### config.mk
export PLATFORM = sky130hd
export DESIGN_NAME = crc_port_arbiter_flat
export DESIGN_NICKNAME = d
export VERILOG_FILES = /design/src/rtl/crc_port_arbiter_if.sv /design/src/rtl/crc_port_arbiter.sv /design/src/flat_wrapper.sv
export SDC_FILE = /design/constraint.sdc
export NUM_CORES = 1
export LEC_CHECK = 0
export CELL_PAD_IN_SITES_DETAIL_PLACEMENT = 1
export CELL_PAD_IN_SITES_GLOBAL_PLACEMENT = 2
export CORE_MARGIN = 2
export CORE_UTILIZATION = 27
export DETAILED_ROUTE_END_ITERATION = 6
export GPL_TIMING_DRIVEN = 0
export HOLD_SLACK_MARGIN = 0.08
export PLACE_DENSITY = 0.93
export SLEW_MARGIN = 20
export SYNTH_ARGS = -nofsm -noshare
export SYNTH_HDL_FRONTEND = slang
export SYNTH_SLANG_ARGS = --single-unit
### constraint.sdc
create_clock -name clk -period 4.7 [get_ports clk]
set_clock_uncertainty 0.15 [all_clocks]
set_input_delay 0.94 -clock clk [delete_from_list [all_inputs] [get_ports clk]]
set_output_delay 0.94 -clock clk [all_outputs]
set_load 0.02 [all_outputs]
### src/rtl/crc_port_arbiter_if.sv
// crc_port_arbiter_if: handshake bundle between ingress ports, the port arbiter and the CRC checker
//   master: arbiter side (drives gnt, chk_*, res_*, busy)
//   slave : environment side (drives pkt_req, in_*, crc_valid)
interface crc_port_arbiter_if #(
  parameter int NUM_PORTS  = 4,
  parameter int DATA_WIDTH = 8
);
  localparam int PW = (NUM_PORTS > 1) ? $clog2(NUM_PORTS) : 1;
  logic [NUM_PORTS-1:0]            pkt_req;
  logic [NUM_PORTS-1:0]            gnt;
  logic [NUM_PORTS-1:0]            in_sop;
  logic [NUM_PORTS-1:0]            in_eop;
  logic [NUM_PORTS-1:0]            in_valid;
  logic [NUM_PORTS*DATA_WIDTH-1:0] in_data;
  logic                            chk_sop;
  logic                            chk_eop;
  logic                            chk_valid;
  logic [DATA_WIDTH-1:0]           chk_data;
  logic                            crc_valid;
  logic                            res_valid;
  logic [PW-1:0]                   res_port;
  logic                            res_pass;
  logic                            res_err;
  logic                            busy;
  modport master (
    input  pkt_req, in_sop, in_eop, in_valid, in_data, crc_valid,
    output gnt, chk_sop, chk_eop, chk_valid, chk_data, res_valid, res_port, res_pass, res_err, busy
  );
  modport slave (
    output pkt_req, in_sop, in_eop, in_valid, in_data, crc_valid,
    input  gnt, chk_sop, chk_eop, chk_valid, chk_data, res_valid, res_port, res_pass, res_err, busy
  );
endinterface

### src/rtl/crc_port_arbiter.sv
// crc_port_arbiter: round-robin, packet-granular sharing of one CRC-8 checker among NUM_PORTS ingress ports
//   clk, rst : single clock, asynchronous active-high reset
//   bus      : pkt_req/in_* from ports, gnt back to ports, chk_* to checker, crc_valid from checker,
//              res_* per-packet verdict, busy when not idle
module crc_port_arbiter #(
  parameter int NUM_PORTS   = 4,
  parameter int DATA_WIDTH  = 8,
  parameter int MAX_LEN     = 128,
  parameter int RES_TIMEOUT = 4
) (
  input logic               clk,
  input logic               rst,
  crc_port_arbiter_if.master bus
);
  localparam int PW = (NUM_PORTS > 1) ? $clog2(NUM_PORTS) : 1;
  localparam int CW = $clog2(MAX_LEN + 1);
  localparam int TW = $clog2(RES_TIMEOUT + 1);
  typedef enum logic [1:0] {IDLE, XFER, WAIT_RES, REPORT} state_t;
  state_t                r_state, w_next;
  logic [PW-1:0]         r_ptr, r_idx, w_sel, w_cand;
  logic [CW-1:0]         r_cnt;
  logic [TW-1:0]         r_wcnt;
  logic                  r_pass, r_err, r_sop, r_eop, r_valid;
  logic [DATA_WIDTH-1:0] r_data, w_gd;
  logic                  w_xfer, w_rep, w_over, w_done, w_gv, w_gs, w_ge;
  assign w_xfer = r_state == XFER;
  assign w_rep  = r_state == REPORT;
  assign w_over = r_cnt == CW'(MAX_LEN);
  assign w_done = r_wcnt == TW'(RES_TIMEOUT - 1);
  assign w_gv   = bus.in_valid[r_idx];
  assign w_gs   = bus.in_sop[r_idx];
  assign w_ge   = bus.in_eop[r_idx];
  assign w_gd   = bus.in_data[r_idx*DATA_WIDTH +: DATA_WIDTH];
  // Scan downward so the lowest offset above the pointer wins.
  always_comb begin
    w_sel  = r_ptr;
    w_cand = r_ptr;
    for (int k = NUM_PORTS; k >= 1; k--) begin
      w_cand = PW'((int'(r_ptr) + k) % NUM_PORTS);
      if (bus.pkt_req[w_cand]) w_sel = w_cand;
    end
  end
  always_ff @(posedge clk or posedge rst) begin
    if (rst) r_state <= IDLE;
    else     r_state <= w_next;
  end
  always_comb begin
    w_next = r_state;
    unique case (r_state)
      IDLE:     w_next = |bus.pkt_req ? XFER : IDLE;
      XFER:     w_next = w_over ? REPORT : (w_gv && w_ge) ? WAIT_RES : XFER;
      WAIT_RES: w_next = (bus.crc_valid || w_done) ? REPORT : WAIT_RES;
      default:  w_next = IDLE;
    endcase
  end
  always_ff @(posedge clk or posedge rst) begin
    if (rst) begin
      r_ptr   <= PW'(NUM_PORTS - 1);
      r_idx   <= '0;
      r_cnt   <= '0;
      r_wcnt  <= '0;
      r_pass  <= 1'b0;
      r_err   <= 1'b0;
      r_sop   <= 1'b0;
      r_eop   <= 1'b0;
      r_valid <= 1'b0;
      r_data  <= '0;
    end else begin
      // Once MAX_LEN beats are in, the stream is cut: a lone eop closes the checker's packet.
      r_valid <= w_xfer && !w_over && w_gv;
      r_sop   <= w_xfer && !w_over && w_gs;
      r_eop   <= w_xfer && (w_over || w_ge);
      r_data  <= (w_xfer && !w_over) ? w_gd : '0;
      unique case (r_state)
        IDLE: begin
          r_idx  <= w_sel;
          r_cnt  <= '0;
          r_wcnt <= '0;
          r_pass <= 1'b0;
          r_err  <= 1'b0;
        end
        XFER: begin
          if (w_over)    r_err <= 1'b1;
          else if (w_gv) r_cnt <= r_cnt + 1'b1;
        end
        WAIT_RES: begin
          r_wcnt <= r_wcnt + 1'b1;
          if (bus.crc_valid) r_pass <= 1'b1;
        end
        default: r_ptr <= r_idx;
      endcase
    end
  end
  assign bus.gnt       = w_xfer ? (NUM_PORTS'(1) << r_idx) : '0;
  assign bus.chk_sop   = r_sop;
  assign bus.chk_eop   = r_eop;
  assign bus.chk_valid = r_valid;
  assign bus.chk_data  = r_data;
  assign bus.res_valid = w_rep;
  assign bus.res_port  = w_rep ? r_idx : '0;
  assign bus.res_pass  = w_rep && r_pass;
  assign bus.res_err   = w_rep && r_err;
  assign bus.busy      = r_state != IDLE;
endmodule

### src/flat_wrapper.sv
// flat-port wrapper written by rule: the top's interface ports become plain ports
module crc_port_arbiter_flat 
#(
  parameter int NUM_PORTS   = 4,
  parameter int DATA_WIDTH  = 8,
  parameter int MAX_LEN     = 128,
  parameter int RES_TIMEOUT = 4
)
  (clk, rst, bus_pkt_req, bus_in_sop, bus_in_eop, bus_in_valid, bus_in_data, bus_crc_valid, bus_gnt, bus_chk_sop, bus_chk_eop, bus_chk_valid, bus_chk_data, bus_res_valid, bus_res_port, bus_res_pass, bus_res_err, bus_busy);
  crc_port_arbiter_if #(.NUM_PORTS(NUM_PORTS), .DATA_WIDTH(DATA_WIDTH)) bus_i ();
  input logic clk;
  input logic rst;
  input wire logic [$bits(bus_i.pkt_req)-1:0] bus_pkt_req;
  input wire logic [$bits(bus_i.in_sop)-1:0] bus_in_sop;
  input wire logic [$bits(bus_i.in_eop)-1:0] bus_in_eop;
  input wire logic [$bits(bus_i.in_valid)-1:0] bus_in_valid;
  input wire logic [$bits(bus_i.in_data)-1:0] bus_in_data;
  input wire logic [$bits(bus_i.crc_valid)-1:0] bus_crc_valid;
  output wire logic [$bits(bus_i.gnt)-1:0] bus_gnt;
  output wire logic [$bits(bus_i.chk_sop)-1:0] bus_chk_sop;
  output wire logic [$bits(bus_i.chk_eop)-1:0] bus_chk_eop;
  output wire logic [$bits(bus_i.chk_valid)-1:0] bus_chk_valid;
  output wire logic [$bits(bus_i.chk_data)-1:0] bus_chk_data;
  output wire logic [$bits(bus_i.res_valid)-1:0] bus_res_valid;
  output wire logic [$bits(bus_i.res_port)-1:0] bus_res_port;
  output wire logic [$bits(bus_i.res_pass)-1:0] bus_res_pass;
  output wire logic [$bits(bus_i.res_err)-1:0] bus_res_err;
  output wire logic [$bits(bus_i.busy)-1:0] bus_busy;
  assign bus_i.pkt_req = bus_pkt_req;
  assign bus_i.in_sop = bus_in_sop;
  assign bus_i.in_eop = bus_in_eop;
  assign bus_i.in_valid = bus_in_valid;
  assign bus_i.in_data = bus_in_data;
  assign bus_i.crc_valid = bus_crc_valid;
  assign bus_gnt = bus_i.gnt;
  assign bus_chk_sop = bus_i.chk_sop;
  assign bus_chk_eop = bus_i.chk_eop;
  assign bus_chk_valid = bus_i.chk_valid;
  assign bus_chk_data = bus_i.chk_data;
  assign bus_res_valid = bus_i.res_valid;
  assign bus_res_port = bus_i.res_port;
  assign bus_res_pass = bus_i.res_pass;
  assign bus_res_err = bus_i.res_err;
  assign bus_busy = bus_i.busy;
  crc_port_arbiter #(.NUM_PORTS(NUM_PORTS), .DATA_WIDTH(DATA_WIDTH), .MAX_LEN(MAX_LEN), .RES_TIMEOUT(RES_TIMEOUT)) u_core (.clk(clk), .rst(rst), .bus(bus_i));
endmodule
=== Yosys cells after proc, flatten, opt, wreduce, memory -nomap -nowiden ===
Index checks and enable logic that the tools add are counted.

* $add $sub $neg: 6
* Divide/modulo/power cells: 0
* Magnitude comparators: 5
* Reductions and logical operators: 19
* $mul: 0
* Multiplexer cells: 34
* Bitwise operators: 0
* Equal/unequal tests: 9
* Shift-type cells: 2

{| class="wikitable"
|+ Operators by type and width
! kind !! count
|-
| 32-bit by 6-bit variable part select with 8-bit output || 1
|-
| 8-bit two-way mux || 3
|-
| 8-bit case mux with 2 select lines || 1
|-
| 2-bit by 3-bit < comparator with 1-bit output (second input constant) || 5
|-
| 1-bit binary-select mux with 2-bit select || 7
|-
| 2-bit two-way mux || 7
|-
| 1-bit two-way mux || 11
|-
| 8-bit by 1-bit adder with 8-bit output (second input constant) || 1
|-
| 8-bit == test (second input constant) || 1
|-
| 2-bit != test (second input constant) || 4
|-
| 1-bit logical AND || 7
|-
| 2-bit case mux with 3 select lines || 1
|-
| 3-bit case mux with 2 select lines || 1
|-
| 2-bit nonzero test || 3
|-
| 2-bit by 1-bit adder with 2-bit output (second input constant) || 2
|-
| 2-bit adder (second input constant) || 2
|-
| 2-bit == test (second input constant) || 2
|-
| 4-bit two-way mux || 1
|-
| 1-bit case mux with 2 select lines || 2
|-
| 2-bit AND reduction || 2
|-
| 4-bit OR reduction || 1
|-
| 1-bit by 2-bit left shift with 4-bit output (first input constant) || 1
|-
| 3-bit by 1-bit adder with 3-bit output (second input constant) || 1
|-
| 3-bit by 2-bit == test with 1-bit output (second input constant) || 1
|-
| 6 further kinds || 7
|}

* Memories kept: 0
* Bits in read-only memories: 0
* Memory bits (writable): 0
* Bits in latches: 0
* Register bits: 30
* Input bits: 51

=== Longest topological paths before layout ===
Gate-level depths: netlist of run 1.

* Depth in word-level cells: 7
* Mapped depth: 6
* Mapped depth without buffers: 6

=== Worst setup path before layout of run 1 ===
No wires, ideal clock.

* Path type: register -> output
* From: reg u_core.r_idx[0]
* To: out bus_gnt[1]
* Data required time: 3.610 ns
* Cell stages (with the launch flop): 4
* Setup slack: 2.359 ns
* Data arrival time: 1.251 ns
* Cell sequence: dfrtp_1 buf_6 buf_2 nor3b_1

* Word-level cells in the longest chain between the ends: 2

{| class="wikitable"
|+ Ends and longest elaborated chain
! item !! RTL line !! RTL
|-
| from (decl) || crc_port_arbiter.sv:20 || <nowiki>logic [PW-1:0] r_ptr, r_idx, w_sel, w_cand;</nowiki>
|-
| from (signal assigned) || crc_port_arbiter.sv:76 || <nowiki>r_idx <= w_sel;</nowiki>
|-
| 1-bit by 2-bit left shift with 4-bit output || crc_port_arbiter.sv:94 || <nowiki>assign bus.gnt = w_xfer ? (NUM_PORTS'(1) << r_idx) : '0;</nowiki>
|-
| 4-bit two-way mux || crc_port_arbiter.sv:94 ||
|-
| to (decl) || flat_wrapper.sv:19 || <nowiki>output wire logic [$bits(bus_i.gnt)-1:0] bus_gnt;</nowiki>
|}

No other way between the ends.

=== Worst setup path after layout of run 1 ===
* From: reg u_core.r_idx[1]
* To: out bus_res_port[1]

* Word-level cells in the longest chain between the ends: 1

{| class="wikitable"
|+ Ends and longest elaborated chain
! item !! RTL line !! RTL
|-
| 2-bit two-way mux || crc_port_arbiter.sv:100 || <nowiki>assign bus.res_port = w_rep ? r_idx : '0;</nowiki>
|-
| to (decl) || flat_wrapper.sv:25 || <nowiki>output wire logic [$bits(bus_i.res_port)-1:0] bus_res_port;</nowiki>
|}

No other way between the ends.

==> impl_metrics.yaml, run 1 <==
power_and_ir_drop:
  fin_total_pwr_mw: 1.41
  powerDensity_mw_per_mm2: 533
  combinationalPowerShare_pct: 55.5
  worst_ir_drop_vdd_mv: 0.211
  p_leak_nw: 1.11
  netSwitchingFraction_pct: 40.1
  p_seq_share_pct: 29.0
  power.internal_mw: 0.844
  switching_power_mw: 0.566
  power_frac_clock_pct: 15.5
clock_network:
  insertion_delay_ns: 0.28
  cts_made_buffers: 5
  tritoncts: "built"
  clock_sinks: 30
  ctsResizeCount: 0
  clk_path_buf_depth: 2
  cts_setup_buffers: 0
  clk_pin_slew_ns: 0.07
  cts-root-buf: "clkbuf_8"
  cts_max_level: 2
  hold_buffers: 0
yosys:
  synthCells: 166
  ys_seq_elements: 30
  syn_area_mm2: 0.00175
  synthDistinctLibCells: 43
  synth_nets: 221
  yosys_warnings: 0
  syn_avg_cell_area_um2: 10.5
  ys_seq_area_share_pct: 43.1
worst_setup_path:
  rr_worst_depth: 6
  cp.depth: 4
  worst_setup_path_end_kind: "output pin"
  crit_path_cell_trace: "buf_2 -> clkbuf_1 -> and3_1 -> clkdlybuf4s50_1"
  path_delay_family: "buffers and inverters"
  critical_path_class: "register to output pin"
  crit_slowest_cell: "clkdlybuf4s50_1"
  start_kind: "register"
  crit_buf_inv: 3
  crit_arrival_ns: 2.22
  crit_fanout: 10
  crit_path_max_incr_delay_ns: 0.62
  required_ns: 3.61
routing:
  drt.antenna.violating_nets: 0
  route.detailed.drc: 0
  vias: 1606
  routed_wirelength_um: 5430
  dr.pass1.iters: 5
  routedWlPerCell_um: 16.9
  drt-initial-drc-count: 50
  post_drt_via_cell_ratio: 4.99
global_routing:
  grt_overflow: 0
  grt_max_degree: 31
  grt_first_pass_wirelength_um: 8980
  antenna_found_initial: 0
  grt_pass1_vias: 1732
  grtUsageTotal_pct: 16.1
cells_and_area:
  drive_above_1_share_pct: 10.2
  design_area_mm2: 0.00265
  final_nets: 299
  final_core_util_pct: 41.9
  num-fill-cells: 715
  area_growth_pct: 51.4
  n_antenna_cell: 0
  stdcell_count: 322
timing:
  period_needed_ns: 3.31
  rsz0062_at_grt: "no"
  maxSlewHeadroom_pct: 55.4
  finalWorstSetupSlack_ns: 1.39
  tns_ns: 0
  drv_slew: 0
  fmax_mhz: 302
  setup_viol: 0
  hold_viol: 0
  tightest_slew_ns: 0.669
  worst_hold_slack_ns: 0.342
  finalCritPeriodShare_pct: 70.5
floorplanning:
  ios: 72
  dieArea_mm2: 0.00713
  core_mm2: 0.00631
  fp.dieW_um: 84.5
  die_y_um: 84.5
  num_rows: 29
  start_util_pct: 27.7
placement:
  placed_cell_area_mm2: 0.00255
  pre_cts_ws_ns: 1.68
  dp.cells: 314
  hpwl_um: 4230
  gp_congestion: 0.801
  port_buffers: 71
worst_hold_path:
  hold_path.class: "register to register"
  holdPathStages: 2
outcome:
  status: "complete, no violations"
job:
  drv_cap: 0
[cell type report]
cell class                 instances  area, µm²  share of cell area, %
timing repair buffer              71        711                   26.9
tap                               77       96.3                   3.64
sequential                        30        753                   28.5
buffer                            10       48.8                   1.84
clock inverter                     1       5.00                  0.189
inverter                          12       45.0                   1.70
clock buffer                       7       86.3                   3.26
multi-input combinational        114        901                   34.0
[synth_stat cells (all sizes together)]
| library cell | number | area, µm² |
|---|---|---|
| mux4 | 11 | 259 |
| o22ai | 1 | 6.26 |
| mux2i | 1 | 10.0 |
| nand2 | 16 | 60.1 |
| nor2 | 8 | 30.0 |
| o31ai | 2 | 15.0 |
| a31oi | 2 | 12.5 |
| and3 | 5 | 31.3 |
| a22oi | 1 | 7.51 |
| o22a | 1 | 8.76 |
| a311oi | 1 | 8.76 |
| clkbuf | 6 | 22.5 |
| a21o | 2 | 15.0 |
| mux2 | 2 | 26.3 |
| nand3 | 8 | 40.0 |
| nor3 | 3 | 15.0 |
| nand3b | 1 | 7.51 |
| or4b | 1 | 10.0 |
| or3b | 1 | 8.76 |
| nor4 | 1 | 6.26 |
| inv | 12 | 45.0 |
| dfstp | 2 | 52.6 |
| o21a | 2 | 15.0 |
| a31o | 1 | 8.76 |
| nor3b | 1 | 7.51 |
| o311a | 1 | 10.0 |
| buf | 4 | 26.3 |
| and3b | 1 | 8.76 |
| a21oi | 8 | 40.0 |
| or4 | 2 | 15.0 |
| o211ai | 1 | 7.51 |
| dfrtp | 28 | 701 |
| or3 | 5 | 31.3 |
| nor2b | 10 | 62.6 |
| o221ai | 2 | 23.8 |
| o21ai | 6 | 30.0 |
| nand2b | 2 | 12.5 |
| ha | 4 | 50.1 |
[per-layer routing]
| metal | track usage (%) | vias to the layer above | wire length (µm) |
|---|---|---|---|
| met3 | 3.83 | 4 | 360 |
| met5 | 0 | - | 0 |
| met4 | 4.33 | 0 | 48 |
| met2 | 27.8 | 57 | 2630 |
| met1 | 20.3 | 785 | 2390 |
| li1 | - | 760 | - |
[kinds of logic (layout without fill, tap and decap cells)]
| family | count (synthesis) | after routing | synth area share, % |
|---|---|---|---|
| fa+ha+maj | 4 | 4 | 2.86 |
| flops | 30 | 30 | 43.1 |
| buf+inv | 22 | 101 | 5.37 |
| compound gates | 31 | 31 | 12.0 |
| simple gates | 65 | 65 | 19.8 |
| mux | 14 | 14 | 16.9 |
[placed cells by master, fill, tap and decap left out, types with 2 or more instances in the layout]
cell type,instances
buf_2,3
a21o_1,2
nor3_1,3
o21ai_0,4
nand3_1,8
nor2_1,8
or3_1,5
clkbuf_1,7
clkbuf_8,6
a31oi_1,2
and3_1,5
o21a_1,2
o31ai_1,2
o21ai_1,2
inv_1,11
ha_1,4
dfrtp_1,28
mux4_2,8
clkdlybuf4s50_1,71
nand2_1,16
or4_1,2
nand2b_1,2
a21oi_1,8
mux4_1,3
dfstp_2,2
nor2b_1,10
[worst reg2reg max path, stage by stage, from the launching register on]
cell and delay (ns):
dfrtp_1 0.42, inv_1 0.09, ha_1 0.15, or4b_1 0.50
nor2_1 0.32, o311a_1 0.19, a31o_1 0.09
[registers in the layout (all words and copies together), names as in the netlist]
signal	flops
u_core.bus.chk_data	8
u_core.r_cnt	8
u_core.r_wcnt	3
u_core.r_idx	2
u_core.r_ptr	2
u_core.r_state	2
u_core.bus.chk_eop	1
u_core.bus.chk_sop	1
u_core.bus.chk_valid	1
u_core.r_err	1
u_core.r_pass	1
[power groups by stage]
stage	combinational (mW)	sequential, mW	clock [mW]
final	0.782	0.410	0.219
after global routing	0.863	0.422	0.236
after CTS	0.799	0.410	0.231
after detailed placement	0.797	0.415	0
after global placement	0.774	0.407	0
after floorplan	0.444	0.452	0
[path summary, 6_finish.rpt]
kind / start / to / slack, ns
worst max-delay path: u_core.r_idx[1]$_DFFE_PP0P_ / bus_res_port[1] / 1.39
worst max register to register: u_core.r_cnt[1]$_DFFE_PP0P_ / u_core.r_cnt[0]$_DFFE_PP0P_ / 2.73
min in group asynchronous: rst / u_core.bus.chk_data[3]$_DFF_PP0_ / 0.93
worst min register to register: u_core.r_wcnt[1]$_DFFE_PP0P_ / u_core.r_wcnt[1]$_DFFE_PP0P_ / 0.34
worst min-delay path: u_core.r_wcnt[1]$_DFFE_PP0P_ / u_core.r_wcnt[1]$_DFFE_PP0P_ / 0.34
max in group asynchronous: rst / u_core.r_wcnt[2]$_DFFE_PP0P_ / 3.03
Power figures use the tool's default switching activity.
==> run 2, diff against run 1 <==
--- a/config.mk
+++ b/config.mk
@@ -8,11 +8,11 @@
 export CELL_PAD_IN_SITES_DETAIL_PLACEMENT = 1
 export CELL_PAD_IN_SITES_GLOBAL_PLACEMENT = 2
 export CORE_MARGIN = 2
-export CORE_UTILIZATION = 27
+export CORE_UTILIZATION = 25
 export DETAILED_ROUTE_END_ITERATION = 6
 export GPL_TIMING_DRIVEN = 0
 export HOLD_SLACK_MARGIN = 0.08
-export PLACE_DENSITY = 0.93
+export PLACE_DENSITY = 0.88
 export SLEW_MARGIN = 20
 export SYNTH_ARGS = -nofsm -noshare
 export SYNTH_HDL_FRONTEND = slang
==> constraint.sdc (replaced) <==
create_clock -name clk -period 3.2 [get_ports clk]
set_clock_uncertainty 0.15 [all_clocks]
set_input_delay 0.64 -clock clk [delete_from_list [all_inputs] [get_ports clk]]
set_output_delay 0.64 -clock clk [all_outputs]
set_load 0.02 [all_outputs]
==> impl_metrics.yaml, run 2 (synthesis results as in run 1) <==
routing:
  vias: 1572
  drt-initial-drc-count: 47
  post_drt_via_cell_ratio: 4.62
  routedWlPerCell_um: 15.8
  drt.antenna.violating_nets: 0
  routed_wirelength_um: 5370
  dr.pass1.iters: 4
  route.detailed.drc: 0
worst_setup_path:
  start_kind: "register"
  crit_arrival_ns: 2.26
  critical_path_class: "register to output pin"
  worst_setup_path_end_kind: "output pin"
  crit_fanout: 10
  required_ns: 2.41
power_and_ir_drop:
  combinationalPowerShare_pct: 56.4
  worst_ir_drop_vdd_mv: 0.385
  power_frac_clock_pct: 14.3
  powerDensity_mw_per_mm2: 767
  switching_power_mw: 0.826
  power.internal_mw: 1.21
  p_leak_nw: 1.11
  p_seq_share_pct: 29.3
  netSwitchingFraction_pct: 40.5
placement:
  hpwl_um: 4170
  port_buffers: 71
  gp_congestion: 0.760
clock_network:
  ctsResizeCount: 0
  cts_made_buffers: 5
  hold_buffers: 0
  insertion_delay_ns: 0.28
  cts-root-buf: "clkbuf_8"
  clk_pin_slew_ns: 0.07
  cts_setup_buffers: 0
  clk_path_buf_depth: 2
  tritoncts: "built"
  clock_sinks: 30
  cts_max_level: 2
floorplanning:
  core_mm2: 0.00679
  num_rows: 30
  dieArea_mm2: 0.00768
  die_y_um: 87.6
  ios: 72
  start_util_pct: 25.7
  fp.dieW_um: 87.6
global_routing:
  grt_overflow: 0
  grtUsageTotal_pct: 14.9
  grt_first_pass_wirelength_um: 8700
  grt_pass1_vias: 1708
  grt_max_degree: 31
  antenna_found_initial: 0
timing:
  hold_viol: 0
  maxSlewHeadroom_pct: 56.3
  drv_slew: 0
  period_needed_ns: 3.05
  setup_viol: 0
  tightest_slew_ns: 0.655
  rsz0062_at_grt: "no"
  tns_ns: 0
  fmax_mhz: 328
  finalCritPeriodShare_pct: 95.2
cells_and_area:
  final_common_cell: "clkdlybuf4s50_1"
  drive_above_1_share_pct: 10.7
  area_growth_pct: 52.2
  n_antenna_cell: 0
  final_core_util_pct: 39.2
  final_cell_mix: "71 x clkdlybuf4s50_1, 28 x dfrtp_1, 16 x nand2_1"
  final_nets: 299
outcome:
  status: "complete, no violations"
job:
  drv_cap: 0
worst_hold_path:
  hold_path.class: "register to register"
-- run 2: cell types whose count changed in the layout (fill, tap and decap cells not counted) --
cell / change
nor2_2: +1
clkbuf_1: -1
nor2_1: -1
clkbuf_8: -1
clkinv_2: +1
-- run 2: power groups by stage --
stage,combinational [mW],clock [mW],sequential [mW]
after floorplan,0.653,0,0.664
after global placement,1.14,0,0.599
after detailed placement,1.16,0,0.604
after CTS,1.17,0.300,0.598
after global routing,1.25,0.318,0.615
final,1.15,0.292,0.597
-- run 2: area by class of cell --
type	instances	area, µm²
Buffer	10	48.8
Timing Repair Buffer	71	711
Inverter	12	45.0
Sequential cell	30	753
Clock buffer	5	68.8
Tap cell	96	120
Multi-Input combinational cell	114	903
Fill cell	772	4130
Clock inverter	2	10.0
-- run 2: worst max-delay path, stage by stage, from the launching register on --
cell and delay [ns]:
dfrtp_1 0.34, clkbuf_1 0.36, nor2b_1 0.45, and3_1 0.21, clkdlybuf4s50_1 0.61
-- run 2: routing by layer --
| layer | vias to the layer above | track usage [%] | part of all wire, % |
|---|---|---|---|
| li1 | 757 | - | - |
| met1 | 766 | 18.5 | 44 |
| met3 | 5 | 4.05 | 5.2 |
| met4 | 0 | 5.45 | 1.1 |
| met5 | - | 0 | 0 |
| met2 | 44 | 25.0 | 49 |
-- run 2: through the flow --
stage	hold WS, ns	setup slack (ns)	instance area, µm²	power, mW	instances
after floorplan	0.304	1.16	1750	1.32	166
after global placement	0.320	0.476	2580	1.74	333
after detailed placement	0.335	0.381	2580	1.77	333
after CTS	0.353	0.0772	2660	2.06	340
after global routing	0.373	0.0118	2660	2.19	340
final	0.347	0.155	2660	2.04	340
-- run 2: final timing paths --
kind	from	end	slack (ns)	cells past startpoint
max	u_core.r_state[0]$_DFF_PP0_	bus_gnt[3]	0.15	4
min in group asynchronous	rst	u_core.bus.chk_data[3]$_DFF_PP0_	0.63	2
max in group asynchronous	rst	u_core.r_idx[1]$_DFFE_PP0P_	1.85	2
min reg2reg	u_core.r_wcnt[1]$_DFFE_PP0P_	u_core.r_wcnt[1]$_DFFE_PP0P_	0.35	2
min	u_core.r_wcnt[1]$_DFFE_PP0P_	u_core.r_wcnt[1]$_DFFE_PP0P_	0.35	2
max reg2reg	u_core.r_cnt[1]$_DFFE_PP0P_	u_core.r_state[0]$_DFF_PP0_	1.27	5
